$ cat src/rtl/mem_arb_pkg.sv
// Shared types, default widths and sizing helper for the mem_arbiter slice.
package mem_arb_pkg;

  typedef enum logic [1:0] {
    OWN_NONE = 2'd0,
    OWN_I    = 2'd1,
    OWN_D    = 2'd2
  } owner_t;

  localparam int unsigned DEF_ADDR_W   = 32;
  localparam int unsigned DEF_DATA_W   = 32;
  localparam int unsigned DEF_MAX_WAIT = 4;

  function automatic int unsigned wait_w(input int unsigned max_wait);
    return $clog2(max_wait + 1);
  endfunction

endpackage

$ cat src/rtl/mem_arbiter_if.sv
// Bus bundle between the inst/data requesters, the arbiter and the unified SRAM.
interface mem_arbiter_if #(
  parameter int unsigned ADDR_W = 32,
  parameter int unsigned DATA_W = 32
);
  logic                  i_req;
  logic [ADDR_W-1:0]     i_addr;
  logic                  i_gnt;
  logic                  i_rvalid;
  logic [DATA_W-1:0]     i_rdata;

  logic                  d_req;
  logic                  d_we;
  logic [DATA_W/8-1:0]   d_wstrb;
  logic [ADDR_W-1:0]     d_addr;
  logic [DATA_W-1:0]     d_wdata;
  logic                  d_gnt;
  logic                  d_rvalid;
  logic [DATA_W-1:0]     d_rdata;

  logic                  mem_en;
  logic                  mem_we;
  logic [DATA_W/8-1:0]   mem_wstrb;
  logic [ADDR_W-1:0]     mem_addr;
  logic [DATA_W-1:0]     mem_wdata;
  logic [DATA_W-1:0]     mem_rdata;

  // Arbiter side.
  modport slave (
    input  i_req, i_addr, d_req, d_we, d_wstrb, d_addr, d_wdata, mem_rdata,
    output i_gnt, i_rvalid, i_rdata, d_gnt, d_rvalid, d_rdata,
    output mem_en, mem_we, mem_wstrb, mem_addr, mem_wdata
  );

  // Requesters plus memory side.
  modport master (
    output i_req, i_addr, d_req, d_we, d_wstrb, d_addr, d_wdata, mem_rdata,
    input  i_gnt, i_rvalid, i_rdata, d_gnt, d_rvalid, d_rdata,
    input  mem_en, mem_we, mem_wstrb, mem_addr, mem_wdata
  );
endinterface

$ cat src/rtl/mem_arb_starve_cnt.sv
// Counts consecutive denied fetch cycles; prio_i hands fetch the next slot once
// the count saturates at MAX_WAIT.
module mem_arb_starve_cnt
  import mem_arb_pkg::*;
#(
  parameter int unsigned MAX_WAIT = DEF_MAX_WAIT
) (
  input  logic clk,
  input  logic rst,
  input  logic i_req,
  input  logic i_gnt,
  output logic prio_i
);

  localparam int unsigned         WAIT_W  = wait_w(MAX_WAIT);
  localparam logic [WAIT_W-1:0]   CNT_MAX = WAIT_W'(MAX_WAIT);

  logic [WAIT_W-1:0] wait_cnt_q;
  logic [WAIT_W-1:0] wait_cnt_d;

  always_comb begin
    wait_cnt_d = wait_cnt_q;
    if (!i_req || i_gnt) begin
      wait_cnt_d = '0;
    end else if (wait_cnt_q != CNT_MAX) begin
      wait_cnt_d = wait_cnt_q + 1'b1;
    end
  end

  always_ff @(posedge clk or posedge rst) begin
    if (rst) begin
      wait_cnt_q <= '0;
    end else begin
      wait_cnt_q <= wait_cnt_d;
    end
  end

  assign prio_i = (wait_cnt_q == CNT_MAX);

endmodule

$ cat src/rtl/mem_arbiter.sv
// Single-port SRAM arbiter between instruction fetch and data port.
// Define MEM_ARB_STARVE_GUARD_EN to build the fetch starvation guard.
module mem_arbiter
  import mem_arb_pkg::*;
#(
  parameter int unsigned ADDR_W   = DEF_ADDR_W,
  parameter int unsigned DATA_W   = DEF_DATA_W,
  parameter int unsigned MAX_WAIT = DEF_MAX_WAIT
) (
  input  logic           clk,
  input  logic           rst,
  mem_arbiter_if.slave   bus
);

  localparam int unsigned STRB_W = DATA_W / 8;

  if (MAX_WAIT < 1 || MAX_WAIT > 15) begin : g_bad_max_wait
    $error("mem_arbiter: MAX_WAIT out of range 1..15");
  end
  if (DATA_W % 8 != 0) begin : g_bad_data_w
    $error("mem_arbiter: DATA_W must be a multiple of 8");
  end

  logic              prio_i;
  logic              i_win;
  logic              d_win;
  logic              mem_en_sel;
  logic              mem_we_sel;
  logic [STRB_W-1:0] mem_wstrb_sel;
  logic [ADDR_W-1:0] mem_addr_sel;
  logic [DATA_W-1:0] mem_wdata_sel;
  owner_t            owner_q;
  owner_t            owner_d;

`ifdef MEM_ARB_STARVE_GUARD_EN
  mem_arb_starve_cnt #(
    .MAX_WAIT (MAX_WAIT)
  ) u_starve_cnt (
    .clk    (clk),
    .rst    (rst),
    .i_req  (bus.i_req),
    .i_gnt  (i_win),
    .prio_i (prio_i)
  );
`else
  assign prio_i = 1'b0;
`endif

  // Grants are masked during reset so the SRAM sees no access while rst is high.
  always_comb begin
    i_win = !rst && bus.i_req && (!bus.d_req || prio_i);
    d_win = !rst && bus.d_req && !i_win;
  end

  always_comb begin
    mem_en_sel    = 1'b0;
    mem_we_sel    = 1'b0;
    mem_wstrb_sel = '0;
    mem_addr_sel  = bus.i_addr;
    mem_wdata_sel = bus.d_wdata;
    owner_d       = OWN_NONE;
    if (i_win) begin
      mem_en_sel = 1'b1;
      owner_d    = OWN_I;
    end else if (d_win) begin
      mem_en_sel   = 1'b1;
      mem_we_sel   = bus.d_we;
      mem_addr_sel = bus.d_addr;
      if (bus.d_we) begin
        mem_wstrb_sel = bus.d_wstrb;
      end else begin
        owner_d = OWN_D;
      end
    end
  end

  always_ff @(posedge clk or posedge rst) begin
    if (rst) begin
      owner_q <= OWN_NONE;
    end else begin
      owner_q <= owner_d;
    end
  end

  assign bus.i_gnt     = i_win;
  assign bus.d_gnt     = d_win;
  assign bus.mem_en    = mem_en_sel;
  assign bus.mem_we    = mem_we_sel;
  assign bus.mem_wstrb = mem_wstrb_sel;
  assign bus.mem_addr  = mem_addr_sel;
  assign bus.mem_wdata = mem_wdata_sel;

  assign bus.i_rvalid  = (owner_q == OWN_I);
  assign bus.d_rvalid  = (owner_q == OWN_D);
  assign bus.i_rdata   = bus.mem_rdata;
  assign bus.d_rdata   = bus.mem_rdata;

endmodule

$ cat src/flat_wrapper.sv
// flat-port wrapper written by rule: the top's interface ports become plain ports
module mem_arbiter_flat import mem_arb_pkg::*;
#(
  parameter int unsigned ADDR_W   = DEF_ADDR_W,
  parameter int unsigned DATA_W   = DEF_DATA_W,
  parameter int unsigned MAX_WAIT = DEF_MAX_WAIT
)
  (clk, rst, bus_i_req, bus_i_addr, bus_d_req, bus_d_we, bus_d_wstrb, bus_d_addr, bus_d_wdata, bus_mem_rdata, bus_i_gnt, bus_i_rvalid, bus_i_rdata, bus_d_gnt, bus_d_rvalid, bus_d_rdata, bus_mem_en, bus_mem_we, bus_mem_wstrb, bus_mem_addr, bus_mem_wdata);
  mem_arbiter_if #(.ADDR_W(ADDR_W), .DATA_W(DATA_W)) bus_i ();
  input  logic clk;
  input  logic rst;
  input wire logic [$bits(bus_i.i_req)-1:0] bus_i_req;
  input wire logic [$bits(bus_i.i_addr)-1:0] bus_i_addr;
  input wire logic [$bits(bus_i.d_req)-1:0] bus_d_req;
  input wire logic [$bits(bus_i.d_we)-1:0] bus_d_we;
  input wire logic [$bits(bus_i.d_wstrb)-1:0] bus_d_wstrb;
  input wire logic [$bits(bus_i.d_addr)-1:0] bus_d_addr;
  input wire logic [$bits(bus_i.d_wdata)-1:0] bus_d_wdata;
  input wire logic [$bits(bus_i.mem_rdata)-1:0] bus_mem_rdata;
  output wire logic [$bits(bus_i.i_gnt)-1:0] bus_i_gnt;
  output wire logic [$bits(bus_i.i_rvalid)-1:0] bus_i_rvalid;
  output wire logic [$bits(bus_i.i_rdata)-1:0] bus_i_rdata;
  output wire logic [$bits(bus_i.d_gnt)-1:0] bus_d_gnt;
  output wire logic [$bits(bus_i.d_rvalid)-1:0] bus_d_rvalid;
  output wire logic [$bits(bus_i.d_rdata)-1:0] bus_d_rdata;
  output wire logic [$bits(bus_i.mem_en)-1:0] bus_mem_en;
  output wire logic [$bits(bus_i.mem_we)-1:0] bus_mem_we;
  output wire logic [$bits(bus_i.mem_wstrb)-1:0] bus_mem_wstrb;
  output wire logic [$bits(bus_i.mem_addr)-1:0] bus_mem_addr;
  output wire logic [$bits(bus_i.mem_wdata)-1:0] bus_mem_wdata;
  assign bus_i.i_req = bus_i_req;
  assign bus_i.i_addr = bus_i_addr;
  assign bus_i.d_req = bus_d_req;
  assign bus_i.d_we = bus_d_we;
  assign bus_i.d_wstrb = bus_d_wstrb;
  assign bus_i.d_addr = bus_d_addr;
  assign bus_i.d_wdata = bus_d_wdata;
  assign bus_i.mem_rdata = bus_mem_rdata;
  assign bus_i_gnt = bus_i.i_gnt;
  assign bus_i_rvalid = bus_i.i_rvalid;
  assign bus_i_rdata = bus_i.i_rdata;
  assign bus_d_gnt = bus_i.d_gnt;
  assign bus_d_rvalid = bus_i.d_rvalid;
  assign bus_d_rdata = bus_i.d_rdata;
  assign bus_mem_en = bus_i.mem_en;
  assign bus_mem_we = bus_i.mem_we;
  assign bus_mem_wstrb = bus_i.mem_wstrb;
  assign bus_mem_addr = bus_i.mem_addr;
  assign bus_mem_wdata = bus_i.mem_wdata;
  mem_arbiter #(.ADDR_W(ADDR_W), .DATA_W(DATA_W), .MAX_WAIT(MAX_WAIT)) u_core (.clk(clk), .rst(rst), .bus(bus_i));
endmodule
$ cat config.mk
export PLATFORM = sky130hd
export DESIGN_NAME = mem_arbiter_flat
export DESIGN_NICKNAME = d
export VERILOG_FILES = /design/src/rtl/mem_arb_pkg.sv /design/src/rtl/mem_arbiter_if.sv /design/src/rtl/mem_arb_starve_cnt.sv /design/src/rtl/mem_arbiter.sv /design/src/flat_wrapper.sv
export SDC_FILE = /design/constraint.sdc
export NUM_CORES = 1
export LEC_CHECK = 0
export BUFFER_PORTS_ARGS = -buffer_cell sky130_fd_sc_hd__buf_2
export CELL_PAD_IN_SITES_DETAIL_PLACEMENT = 1
export CELL_PAD_IN_SITES_GLOBAL_PLACEMENT = 1
export CORE_AREA = 2 2 106 108
export DETAILED_ROUTE_END_ITERATION = 10
export DIE_AREA = 0 0 108 110
export PLACE_DENSITY_LB_ADDON = 0.1
export SYNTH_ARGS = -nofsm -noshare
export SYNTH_HDL_FRONTEND = slang
export SYNTH_SLANG_ARGS = --single-unit
$ cat constraint.sdc
create_clock -name clk -period 0.9 [get_ports clk]
set_clock_uncertainty 0.05 [all_clocks]
set_input_delay 0.045 -clock clk [delete_from_list [all_inputs] [get_ports clk]]
set_output_delay 0.045 -clock clk [all_outputs]
set_load 0.01 [all_outputs]
==> run metrics <==
result of the run complete, but fails checks; violations in the final reports setup timing; number of nets with antenna violations after detailed routing 0; CTS tree built; number of distinct standard cells referenced by the synthesized netlist 13; final-report max-slew violation count 0; final count of hold timing violations 0; slew at the pin closest to its max-slew limit 0.1601 ns; switching power total 384.6 uW; area post-placement 1449 um^2; die area 11,880 um^2; share of total power in sequential cells 7.1%; largest net degree at the start of global routing 11; Inserted Clock Buffers 3; complex-gate fraction of the synthesized area 0%; maximum single-stage delay on the critical path 0.30 ns; final non-filler cell area 1899 um^2; standard cell core area 10,700 um^2; Die Span Y 110 um; Clk pwr share 25.5%; Critical Path Slowest Stage Cell sky130_fd_sc_hd__mux2_4; cell leakage power 0.001059 uW; via/cell ratio 3.204; number of global-route vias before repair 1,160; Fin Hold WS 0.04000 ns; ports placed on the boundary 275; Iter 0 DRT Violations 10; most frequently used cell type in the post-synthesis netlist sky130_fd_sc_hd__buf_4; slack of the critical path -0.1497 ns; crit-path max FO 5; fraction of met2 tracks used by global routing 12.85%; Die W 108 um; main combinational cell family by area after synthesis buffers and inverters; endpoint class of the critical path output port; Post-Syn Area 1395 um^2; final wirelength 4.864 mm; synth top area cells sky130_fd_sc_hd__buf_4 (52%), sky130_fd_sc_hd__mux2_4 (30%), sky130_fd_sc_hd__buf_12 (4.3%); total negative slack -3.816 ns; Synth Net Count 285; Synth top area share 51.66%; ratio of total power to cell area 718.0 nW/um^2; endpoint with the worst hold slack bus_mem_wdata[16]; cell count of the worst hold path 0; largest area contributor in the synthesized netlist sky130_fd_sc_hd__buf_4; register bit count reported by yosys 2; Worst Path Arrival 0.95 ns; H-tree levels 1; multiplexer fraction of the synthesized cell area 33.36%; Port-buffer cells 114; commonest cells in the synthesized netlist sky130_fd_sc_hd__buf_4 (96), sky130_fd_sc_hd__mux2_4 (28), sky130_fd_sc_hd__and2_1 (4), sky130_fd_sc_hd__mux2_2 (4); top flop regs u_core.owner_q (2); wire length of the first global-routing pass 6.327 mm; met1 layer usage reported by global route 6.276%; row count 38; post-route DRC violation count 0; fillers 1,269; Max Freq 952.6 MHz; setup repair after global routing missed its margin true; total routing usage reported by global routing 6.981%; number of enable-type register cells in the synthesized netlist 0; met3 layer usage reported by global route 3.762%; fraction of the yosys area taken by sequential cells 3.587%; share of flip-flops with an asynchronous set or reset after synthesis 100.0%; type of the worst setup path in -> out; syn avg cell area 9.426 um^2; maximum buffer depth of the clock tree 2; Req. time, crit path 0.81 ns; min-delay worst type in -> out; most used routing layer in global routing met2; Final setup violation count 40; post-detailed-route wirelength per cell 15.06 um; combinational share of power 67.4%; number of flip-flops in the largest register 2; area grow syn2layout 36.14%; kind of cell with the highest combined delay on the critical path buffers and inverters; Hold Path Origin bus_d_wdata[16]; max-cap violations 0; Yosys warning total 0; most instantiated flip-flop cell in the synthesis netlist sky130_fd_sc_hd__dfrtp_1; number of nets in the final layout 322; Post-Synth XOR/XNOR Area 0%; vias after detailed routing 1,035; worst supply voltage drop on vdd 0.0002872 V; internal power 979.1 uW; Buffers & Inverters on Critical Path 3; relative slew slack 89.32%; Top reg by flops u_core.owner_q; clock root buffer sky130_fd_sc_hd__clkbuf_8; antenna violations before repair 0; Final min period 1.050 ns; Critical Path Start Type primary input; number of sinks on the clock net 2; Initial Util 13.04%; GRT overflow 0; cell-by-cell listing of the critical path buf_8 > nand2b_4 > clkbuf_16 > mux2_4 > buf_6; router iterations before antenna repair 2; synthesized-area fraction occupied by and/or/nand/nor cells 5.740%; Final Util 17.75%; antenna cell count 0; proportion of layout cells with a drive suffix above 1 93.44%; number of standard cells after synthesis 148; Switching Fraction 28.20%; Routability Congestion 0.6588; fin crit share 116.6%; placed wire-length estimate 4.218 mm; fraction of the mapped netlist area in adder cells 0%
==> worst max path at each step <==
stage,start,cells past startpoint,endpoint
after floorplan,rst,4,bus_mem_addr[10]
after global placement,rst,5,bus_mem_addr[31]
after detailed placement,rst,5,bus_mem_addr[30]
after CTS,rst,5,bus_mem_addr[30]
after global routing,rst,5,bus_mem_addr[18]
final,rst,5,bus_mem_addr[18]
==> cells by family (layout without fill, tap and decap cells) <==
kind of cell	count (synthesis)	count (layout)
buffers and inverters	102	136
muxes	32	32
and+or+nand+nor	12	13
DFF	2	2
==> power by group through the flow <==
| stage | registers [uW] | clock network (uW) | logic [uW] |
|---|---|---|---|
| final | 96.5 | 348 | 920 |
| after global routing | 97.2 | 372 | 982 |
| after CTS | 95.5 | 359 | 790 |
| after detailed placement | 96.4 | 0 | 687 |
| after global placement | 96.5 | 0 | 694 |
| after floorplan | 96.1 | 0 | 786 |
==> area by class of cell <==
type | instances | area (um^2) | area share (%)
flip-flops and latches | 2 | 50.05 | 2.635
clock buffers | 3 | 41.29 | 2.174
well taps | 140 | 175.2 | 9.223
repair buffers | 131 | 1027 | 54.08
multi-input cells | 45 | 598.1 | 31.49
inverters | 2 | 7.507 | 0.3953
==> through the flow <==
step	power [uW]	setup slack, ns	cells
after CTS	1244	-0.1689	317
after detailed placement	783.2	-0.1807	312
after floorplan	882.2	0.05663	148
after global routing	1451	-0.1840	323
after global placement	790.4	-0.1929	312
final	1364	-0.1497	323
==> placed cells by master, fill, tap and decap left out, types with 2 or more instances in the layout <==
| master | n |
|---|---|
| sky130_fd_sc_hd__and2_4 | 2 |
| sky130_fd_sc_hd__nor2_1 | 3 |
| sky130_fd_sc_hd__dlygate4sd3_1 | 2 |
| sky130_fd_sc_hd__mux2_4 | 32 |
| sky130_fd_sc_hd__buf_2 | 78 |
| sky130_fd_sc_hd__buf_12 | 3 |
| sky130_fd_sc_hd__clkbuf_8 | 3 |
| sky130_fd_sc_hd__buf_6 | 41 |
| sky130_fd_sc_hd__inv_1 | 2 |
| sky130_fd_sc_hd__nand2b_4 | 2 |
| sky130_fd_sc_hd__buf_4 | 4 |
| sky130_fd_sc_hd__clkbuf_16 | 2 |
| sky130_fd_sc_hd__dfrtp_1 | 2 |
| sky130_fd_sc_hd__and2_1 | 2 |
==> layer usage <==
metal | share of wire, % | up-vias
met1 | 30 | 444
met5 | 0 | -
li1 | - | 448
met2 | 50 | 115
met4 | 4.1 | 0
met3 | 15 | 28
==> what timing repair did <==
item / 4_1_cts / 5_1_grt
pin swaps: 5 / 2
buffers inserted: 0 / 3
hold buffers: 2 / 0
endpoints found under the hold margin: 3 / 0
gates cloned: 0 / 3
setup endpoints to repair: 38 / 39
resized for setup: 23 / 42
(Power assumes the default switching activity.)
